<file path="config.mk">
export PLATFORM = sky130hd
export DESIGN_NAME = bootrom_fetch_adapter
export DESIGN_NICKNAME = d
export VERILOG_FILES = /design/src/rtl/bootrom_fetch_adapter.sv
export SDC_FILE = /design/constraint.sdc
export NUM_CORES = 1
export LEC_CHECK = 0
export CELL_PAD_IN_SITES_DETAIL_PLACEMENT = 2
export CELL_PAD_IN_SITES_GLOBAL_PLACEMENT = 2
export CORE_MARGIN = 2
export CORE_UTILIZATION = 31
export DETAILED_ROUTE_END_ITERATION = 12
export PLACE_DENSITY = 0.82
export SLEW_MARGIN = 5
export SYNTH_ARGS = -nofsm -noshare
export SYNTH_HDL_FRONTEND = slang
export SYNTH_SLANG_ARGS = --single-unit
</file>
<file path="constraint.sdc">
create_clock -name clk -period 4.48 [get_ports clk]
set_clock_uncertainty 0.05 [all_clocks]
set_input_delay 1.344 -clock clk [delete_from_list [all_inputs] [get_ports clk]]
set_output_delay 1.344 -clock clk [all_outputs]
set_load 0.02 [all_outputs]
</file>
<file path="src/rtl/bootrom_fetch_adapter.sv">
// Boot ROM fetch adapter: serves 32-bit instruction fetches from a single-line
// buffer and refills that line from the boot ROM on a miss.
module bootrom_fetch_adapter #(
  parameter int ADDR_WIDTH     = 24,
  parameter int LINE_WIDTH     = 128,
  parameter int TIMEOUT_CYCLES = 255
) (
  input  logic                  clk,
  input  logic                  rstn,
  input  logic                  fetch_req_valid_i,
  input  logic [ADDR_WIDTH-1:0] fetch_req_addr_i,
  output logic                  fetch_req_ready_o,
  output logic                  fetch_resp_valid_o,
  output logic [31:0]           fetch_resp_data_o,
  output logic                  fetch_resp_err_o,
  input  logic                  invalidate_i,
  output logic                  brom_req_valid_o,
  output logic [ADDR_WIDTH-1:0] brom_req_address_o,
  input  logic                  brom_ready_i,
  input  logic [LINE_WIDTH-1:0] brom_resp_data_i,
  input  logic                  brom_resp_valid_i
);

  localparam int TAG_W = ADDR_WIDTH - 4;
  localparam int CNT_W = $clog2(TIMEOUT_CYCLES + 1);

  typedef enum logic [1:0] {IDLE, ISSUE, WAIT_RESP, RESPOND} state_t;

  state_t                  state, next_state;
  logic                    line_valid;
  logic [TAG_W-1:0]        line_tag;
  logic [LINE_WIDTH-1:0]   line_data;
  logic [ADDR_WIDTH-1:2]   req_word_addr;
  logic [TAG_W-1:0]        brom_line;
  logic [CNT_W-1:0]        wait_cnt;
  logic                    resp_err;
  logic                    accept, hit, fill, timeout;
  logic                    unused_addr_bits;

  // Byte offset within a word never matters for whole-word fetches.
  assign unused_addr_bits = ^fetch_req_addr_i[1:0];

  // Hit uses the registered line_valid, so a coincident invalidate cannot spoil it.
  assign accept  = fetch_req_valid_i && fetch_req_ready_o;
  assign hit     = line_valid && (line_tag == fetch_req_addr_i[ADDR_WIDTH-1:4]);
  assign fill    = (state == WAIT_RESP) && brom_resp_valid_i;
  assign timeout = (state == WAIT_RESP) && !brom_resp_valid_i &&
                   (wait_cnt == CNT_W'(TIMEOUT_CYCLES - 1));

  assign brom_req_address_o = {brom_line, 4'b0000};

  always_ff @(posedge clk or negedge rstn) begin
    if (!rstn) state <= IDLE;
    else       state <= next_state;
  end

  always_comb begin
    next_state = state;
    case (state)
      IDLE:      if (accept) next_state = hit ? RESPOND : ISSUE;
      ISSUE:     if (brom_ready_i) next_state = WAIT_RESP;
      WAIT_RESP: if (fill || timeout) next_state = RESPOND;
      RESPOND:   next_state = IDLE;
      default:   next_state = IDLE;
    endcase
  end

  // Response fields are forced to zero outside the single RESPOND cycle.
  always_comb begin
    fetch_req_ready_o  = 1'b0;
    brom_req_valid_o   = 1'b0;
    fetch_resp_valid_o = 1'b0;
    fetch_resp_err_o   = 1'b0;
    fetch_resp_data_o  = '0;
    case (state)
      IDLE:    fetch_req_ready_o = rstn;
      ISSUE:   brom_req_valid_o = brom_ready_i;
      RESPOND: begin
        fetch_resp_valid_o = 1'b1;
        fetch_resp_err_o   = resp_err;
        if (!resp_err)
          fetch_resp_data_o = line_data[{req_word_addr[3:2], 5'd0} +: 32];
      end
      default: ;
    endcase
  end

  // Invalidate has priority over a fill so the line ends up empty.
  always_ff @(posedge clk or negedge rstn) begin
    if (!rstn) begin
      line_valid <= 1'b0;
      wait_cnt   <= '0;
      resp_err   <= 1'b0;
    end else begin
      if (invalidate_i) line_valid <= 1'b0;
      else if (fill)    line_valid <= 1'b1;
      wait_cnt <= (state == WAIT_RESP) ? wait_cnt + 1'b1 : '0;
      if (accept)       resp_err <= 1'b0;
      else if (timeout) resp_err <= 1'b1;
    end
  end

  always_ff @(posedge clk) begin
    if (accept)         req_word_addr <= fetch_req_addr_i[ADDR_WIDTH-1:2];
    if (accept && !hit) brom_line     <= fetch_req_addr_i[ADDR_WIDTH-1:4];
    if (fill) begin
      line_data <= brom_resp_data_i;
      line_tag  <= req_word_addr[ADDR_WIDTH-1:4];
    end
  end

endmodule

</file>
## Word-level counts from Yosys, hierarchy flattened

Index checks and enable logic that the tools add are counted.

| word-level totals | value |
|---|---|
| register bits after elaboration | 202 |
| input port bits | 158 |
| logic and storage cells | 47 |

| cells by class | value |
|---|---|
| add/sub/neg operators | 1 |
| equal/unequal tests | 8 |
| shifts and indexed selects | 1 |
| multiplexer cells | 16 |
| reduce and logical (&&, ||, !) cells | 13 |

Operators by type and width:

| kind | count |
|---|---|
| $shiftx A128 B8 Y32 | 1 |
| $mux W32 | 2 |
| $eq A20 B20 Y1 | 1 |
| $add A8 B1 Y8 const B | 1 |
| $eq A8 B8 Y1 const B | 1 |
| $mux W1 | 8 |
| $mux W2 | 4 |
| $mux W8 | 1 |
| $pmux W2 S4 | 1 |
| $logic_and A1 B1 Y1 | 6 |
| $ne A2 B2 Y1 const B | 3 |
| $eq A2 B2 Y1 const B | 2 |
| $reduce_bool A2 Y1 | 2 |
| $reduce_and A3 Y1 | 1 |
| $eq A2 B1 Y1 const B | 1 |
| $logic_not A1 Y1 | 2 |
| $logic_not A2 Y1 | 1 |
| $logic_or A1 B1 Y1 | 1 |

## Depth between registers and ports, before layout

Gate-level depths: netlist of the first run.

| depth | value |
|---|---|
| depth in word-level cells | 6 |
| mapped depth | 7 |
| gate-level depth less buffers | 7 |

## Worst setup path after synthesis of the first run

OpenSTA, ideal clock, no wires.

| timing path | value |
|---|---|
| path kind | in2reg |
| start point | input port brom_resp_valid_i |
| end point | register line_data[0] (enable) |
| arrival | 4.721 ns |
| setup slack | -0.816 ns |
| stages | 1 |
| buffers on the path | 0 |
| cell sequence | and2_1 |

| between the ends | value |
|---|---|
| cells in the longest elaborated chain, start to end | 1 |

RTL lines:

| item | line | RTL |
|---|---|---|
| start, declared | 21 | `input logic brom_resp_valid_i` |
| $logic_and A1 B1 Y1 | 46 | `assign fill = (state == WAIT_RESP) && brom_resp_valid_i;` |
| end signal, assigned | 107 | `line_data <= brom_resp_data_i;` |
| end, declared | 32 | `logic [LINE_WIDTH-1:0] line_data;` |

Every way passes these cells.
A chain may end at the register's enable or synchronous reset.

## Final worst setup path of the first run

| timing path | value |
|---|---|
| start point | register state[0] |
| end point | output port fetch_resp_data_o[22] |

| between the ends | value |
|---|---|
| cells in the longest elaborated chain, start to end | 2 |

RTL lines:

| item | line | RTL |
|---|---|---|
| start, declared | 29 | `state_t state, next_state;` |
| start signal, assigned | 54 | `else state <= next_state;` |
| $eq A2 B2 Y1 | 75 | `case (state)` |
| $mux W32 | 75 |  |
| end, declared | 14 | `output logic [31:0] fetch_resp_data_o,` |

Every way passes these cells.

==> results of run 1 <==
power by group:
part,internal (mW),switching [mW],leakage [nW]
combinational,0.436,0.487,1.37
sequential,2.35,0.0842,1.90
clock,1.22,0.757,0.395
total,4.00,1.33,3.66
kinds of logic (layout without fill, tap and decap cells):
kind of cell / Yosys count / in the layout / synth area share (%)
xor+xnor: 26 / 26 / 2.98
compound gates: 5 / 5 / 0.327
flops: 202 / 202 / 78.6
mux: 33 / 33 / 9.56
other cells: 1 / 4 / 0.0491
buf+inv: 18 / 266 / 1.52
simple gates: 76 / 76 / 5.81
fa+ha+maj: 7 / 7 / 1.15
cells in the mapped netlist:
master    number
mux2i_1        1
xnor2_1       18
nor2b_1       37
nand3_1        5
buf_2          3
nand4_1        6
inv_1          3
o21ai_0        3
and2_1        12
buf_6          4
a21oi_1        2
and3_1         3
conb_1         1
dfrtp_1       12
edfxtp_1     190
clkbuf_1       4
xor2_1         8
buf_4          4
nor4_1         2
nand2_1        4
ha_1           7
mux4_2        32
nor2_1         6
nand2b_1       1
stage by stage:
stage / cells / hold WS [ns] / total power [mW] / setup WS, ns
final: 943 / 0.359 / 5.33 / 0.348
after global routing: 943 / 0.371 / 5.54 / 0.161
after CTS: 943 / 0.364 / 5.41 / 0.202
after detailed placement: 899 / 0.358 / 3.41 / 0.406
after global placement: 899 / 0.355 / 3.32 / 0.409
after floorplan: 371 / 0.350 / 2.92 / 0.801
layout make-up:
cell class | count | area share [%]
clock buffers | 34 | 6.47
repair buffers | 219 | 20.0
inverters | 3 | 0.103
multi-input cells | 151 | 14.0
clock inverters | 10 | 0.936
well taps | 324 | 3.70
flip-flops and latches | 202 | 54.8
routing by layer:
| metal | vias to the layer above | global-route usage (%) |
|---|---|---|
| li1 | 1889 | - |
| met1 | 2176 | 18.7 |
| met2 | 153 | 30.6 |
| met3 | 24 | 3.90 |
| met4 | 2 | 3.69 |
| met5 | - | 0 |
worst paths after layout:
path                              startpoint  cells past startpoint                    end
setup / recovery                    state[0]                      4  fetch_resp_data_o[22]
min in group asynchronous               rstn                      2            wait_cnt[1]
hold / removal             req_word_addr[20]                      0           line_tag[16]
setup reg to reg                line_tag[12]                      5          brom_line[15]
hold reg to reg            req_word_addr[20]                      0           line_tag[16]
max in group asynchronous               rstn                      2            wait_cnt[4]
sequential cells by signal (all words and copies together), names as in the netlist:
| signal | flops |
|---|---|
| wait_cnt | 8 |
| req_word_addr | 22 |
| resp_err | 1 |
| line_valid | 1 |
| brom_line | 20 |
| line_tag | 20 |
| state | 2 |
| line_data | 128 |
==> impl_results.md, run 1 <==
* Outcome: complete, no violations
* Power Dens Cells at 486 mW/mm2
* Worst-margin pin slew at 1.05 ns
* Fraction of layout cells with a size suffix above 1 at 12.4%
* Die area at 0.0259 mm2
* Lkg Pwr at 3.66 nW
* Worst Path Required at 3.09 ns
* Worst reg2reg setup slack at 2.16 ns
* Ant diodes at 0
* GPL Wtd Cong at 0.792
* Max Cap Violations at 0
* Total global routing overflow at 0
* Clock latency on the worst-skew pair at 0.50 ns
* Final Hold Fails at 0
* PortBufs at 211
* Crit-path cells: ha_1 -> nand2b_2 -> nor2b_1 -> clkdlybuf4s50_1
* # H-tree levels at 1
* Final core utilization at 45.2%
* GRT Util Overall at 16.3%
* Filler cells at 2299
* Register area at 0.00601 mm2
* Commonest non-fill, non-tap cell in the layout: clkdlybuf4s50_1
* Final Max Slew Viols at 0
* Critical Path Fanout Max at 32
* WL met1 at 8130 um
* Setup bufs post-CTS at 0
* Initial antenna violation count at 1
* Die span in y at 161 um
* Root Buffer: clkbuf_16
* Ys Warns at 0
* Dpl cell area at 0.0102 mm2
* Clock Tree Buf Depth at 3
* Setup TNS at 0 ns
* Slowest cell on the critical path: clkdlybuf4s50_1
* # resized after CTS at 0
* Total wire length at 21300 um
* Global-route wire length before repair at 31900 um
* Die W at 161 um
* Row count at 57
* RSZ-0062 raised after global routing: no
* IO Pins at 218
* Crit Path Class: reg -> out
* DP HPWL at 14900 um
* Critical path endpoint category: output pin
* Hold Crit Class: reg -> reg
* Detailed-route vias per instance at 4.50
* Final #Nets at 766
* Area occupied by multi-input gates at 0.00154 mm2
* Syn Inst Count at 368
* First-iteration detailed-routing DRC count at 237
* DR WL met2 at 11500 um
* Top cell type's share of synthesized area at 74.7%
* Startpoint types: flip-flop
* Library cells used by synthesis at 24
* Leading area contributor after synthesis: edfxtp_1
* Area Growth Syn to Fin at 43.5%
* Register bit total from synthesis at 202
* Critical path buffer and inverter count at 1
* Hold buffers post-CTS at 0
* Final Cell Area at 0.0110 mm2
* Post-Syn Area at 0.00764 mm2
* DR WL met3 at 1240 um
* CP max stage delay at 0.69 ns
* Routed Antenna Nets at 0
* WL per Instance at 22.6 um
* Drt drc at 0
* Maximum vdd drop at 0.280 mV
* Register area share after synthesis at 78.6%
* Starting density of the core at 31.5%
* F_max at 242 MHz
* Final Cycle Share at 92.2%
* Final Setup Violations at 0
* Vias in the first global route at 5062
* Arrival time at the worst endpoint at 2.74 ns
* Largest net degree at the start of global routing at 97
* Clock transition at the registers of the reported paths at 0.06 ns
* Most frequent cells in the layout: clkdlybuf4s50_1 (211), edfxtp_1 (190), nor2b_1 (37)
* Routed via count at 4244
* Drt first pass iters at 4
* CTS tree: done
* Final min period at 4.13 ns
* Critical path's top delay family: simple AND/OR/NAND/NOR gates
* Synthesized area per cell at 20.8 um2
* Worst slew margin at 30.2%
* Ranking of synthesized cells by area: edfxtp_1 (75%), mux4_2 (9.4%), dfrtp_1 (3.9%)
* Core area at 0.0242 mm2
* # clock sinks at 202
* Highest Signal Layer: met5
* Cts bufs inserted at 24
Power figures use the tool's default switching activity.
==> run 2, diff against run 1 <==
Settings changed: CTS_BUF_LIST set to sky130_fd_sc_hd__clkbuf_8 sky130_fd_sc_hd__clkbuf_16.
==> run 2 against run 1 <==
Compared with the run above: combinational power hardly changed; wire length hardly changed; sequential share of layout area stayed put; maximum frequency hardly changed; critical path type unchanged; non-clock buffer count stayed put.
==> impl_results.md, run 2 (synthesis gave the netlist of run 1 again) <==
* Outcome: complete, no violations
* Routed via count at 4243 (-0.024%)
* # clock sinks at 202 (unchanged)
* Final Hold Fails at 0 (unchanged)
* Final core utilization at 45.2% (unchanged)
* WL met1 at 8130 um (about the same)
* Critical Path Fanout Max at 32 (unchanged)
* Highest Signal Layer: met5
* Initial antenna violation count at 1 (unchanged)
* Worst Path Required at 3.09 ns (about the same)
* Area Growth Syn to Fin at 43.5% (unchanged)
* Die W at 161 um (unchanged)
* CP max stage delay at 0.69 ns (about the same)
* # resized after CTS at 0 (unchanged)
* Cts bufs inserted at 24 (unchanged)
* GPL Wtd Cong at 0.792 (unchanged)
* Drt drc at 0 (unchanged)
* DR WL met2 at 11500 um (about the same)
* Biggest regs: line_data x128, req_word_addr x22
* Worst slew margin at 30.2% (unchanged)
* WL per Instance at 22.6 um (about the same)
* Sequential power share at 45.7% (about the same)
* Slowest cell on the critical path: clkdlybuf4s50_1
* Final Setup Violations at 0 (unchanged)
* Filler cells at 2299 (unchanged)
* Global-route wire length before repair at 31900 um (unchanged)
* Setup TNS at 0 ns (unchanged)
* Worst-margin pin slew at 1.05 ns (unchanged)
* Largest Register: line_data
* Net Sw Frac at 25.0% (+0.052 points)
* F_max at 242 MHz (about the same)
* Clock latency on the worst-skew pair at 0.50 ns (about the same)
* Total global routing overflow at 0 (unchanged)
* Commonest non-fill, non-tap cell in the layout: clkdlybuf4s50_1
* Crit Path Class: reg -> out
* Routed Antenna Nets at 0 (unchanged)
* Root Buffer: clkbuf_16
* GRT Util Overall at 16.3% (unchanged)
* Critical path endpoint category: output pin
* Core area at 0.0242 mm2 (unchanged)
* DR WL met3 at 1240 um (unchanged)
* Final min period at 4.13 ns (-0.0000260 ns)
* Starting density of the core at 31.5% (unchanged)
* Fraction of layout cells with a size suffix above 1 at 12.4% (unchanged)
* Die area at 0.0259 mm2 (unchanged)
* Setup bufs post-CTS at 0 (unchanged)
* First-iteration detailed-routing DRC count at 238 (+0.42%)
* Clock Tree Buf Depth at 3 (unchanged)
* Hold buffers post-CTS at 0 (unchanged)
* Combinational cell fraction of total power at 17.4% (about the same)
* Switching pwr at 1.33 mW (about the same)
* IO Pins at 218 (unchanged)
* Final Cycle Share at 92.2% (about the same)
* Max Cap Violations at 0 (unchanged)
* Detailed-route vias per instance at 4.50 (about the same)
* Final Max Slew Viols at 0 (unchanged)
* Hold Crit Class: reg -> reg
* Largest register FFs at 128 (unchanged)
* Row count at 57 (unchanged)
* CTS tree: done
* Die span in y at 161 um (unchanged)
* Total wire length at 21300 um (about the same)
* Worst hold slack at 0.359 ns (+0.000190 ns)
* Crit-path cells: ha_1 -> nand2b_2 -> nor2b_1 -> clkdlybuf4s50_1
* Pint at 3.99 mW (-0.23%)
* Lkg Pwr at 3.68 nW (+0.45%)
* RSZ-0062 raised after global routing: no
* Power Dens Cells at 485 mW/mm2 (-0.16%)
* Vias in the first global route at 5062 (unchanged)
* Maximum vdd drop at 0.280 mV (about the same)
* Drt first pass iters at 4 (unchanged)
* Arrival time at the worst endpoint at 2.74 ns (about the same)
* Most frequent cells in the layout: clkdlybuf4s50_1 (211), edfxtp_1 (190), nor2b_1 (37)
* PortBufs at 211 (unchanged)
* Clk pwr share at 36.9% (about the same)
* Largest net degree at the start of global routing at 97 (unchanged)
* DP HPWL at 14900 um (unchanged)
* Final #Nets at 766 (unchanged)
* Startpoint types: flip-flop
* Clock transition at the registers of the reported paths at 0.06 ns (about the same)
* Ant diodes at 0 (unchanged)
* # H-tree levels at 1 (unchanged)
-- run 2: changes by cell type in the layout (fill, tap and decap cells not counted) --
| cell | delta |
|---|---|
| clkbuf_1 | -4 |
| inv_1 | +4 |
-- run 2: critical path: cells and delay by family (launching register included) --
kind | cells | cell delay [ns]
adders and majority gates | 1 | 0.27
DFF | 1 | 0.41
buffers and inverters | 1 | 0.69
and+or+nand+nor | 2 | 0.84
-- run 2: worst paths after layout --
check	endpoint	cells past startpoint	from	slack (ns)
max reg2reg	brom_line[15]	5	line_tag[12]	2.16
min reg2reg	line_tag[16]	0	req_word_addr[20]	0.36
min in group asynchronous	wait_cnt[1]	2	rstn	1.19
max in group asynchronous	wait_cnt[4]	2	rstn	3.01
min	line_tag[16]	0	req_word_addr[20]	0.36
max	fetch_resp_data_o[22]	4	state[0]	0.35
-- run 2: power by group through the flow --
stage	clock (mW)	sequential [mW]	combinational (mW)
floorplan	0	2.46	0.454
global placement	0	2.44	0.885
detailed placement	0	2.47	0.938
CTS	2.02	2.43	0.948
global route	2.09	2.45	0.994
finish	1.96	2.43	0.923
-- run 2: stage by stage --
step                      area [um2]  power [mW]  instances  worst slack (ns)
final                          11000        5.32        943             0.348
after global routing           11000        5.54        943             0.161
after CTS                      11000        5.41        943             0.202
after detailed placement       10200        3.41        899             0.406
after global placement         10200        3.32        899             0.409
after floorplan                 7650        2.92        371             0.801
-- run 2: area by class of cell --
cell class              instances  area (um2)  area share [%]
flip-flops and latches        202        6010            54.8
repair buffers                219        2200            20.0
multi-input cells             151        1540            14.0
clock buffers                  30         694            6.33
well taps                     324         405            3.70
clock inverters                14         118            1.07
inverters                       3        11.3           0.103
-- run 2: layer usage --
| metal | track usage (%) | up-vias |
|---|---|---|
| li1 | - | 1889 |
| met1 | 18.7 | 2175 |
| met2 | 30.6 | 153 |
| met3 | 3.90 | 24 |
| met4 | 3.69 | 2 |
| met5 | 0 | - |
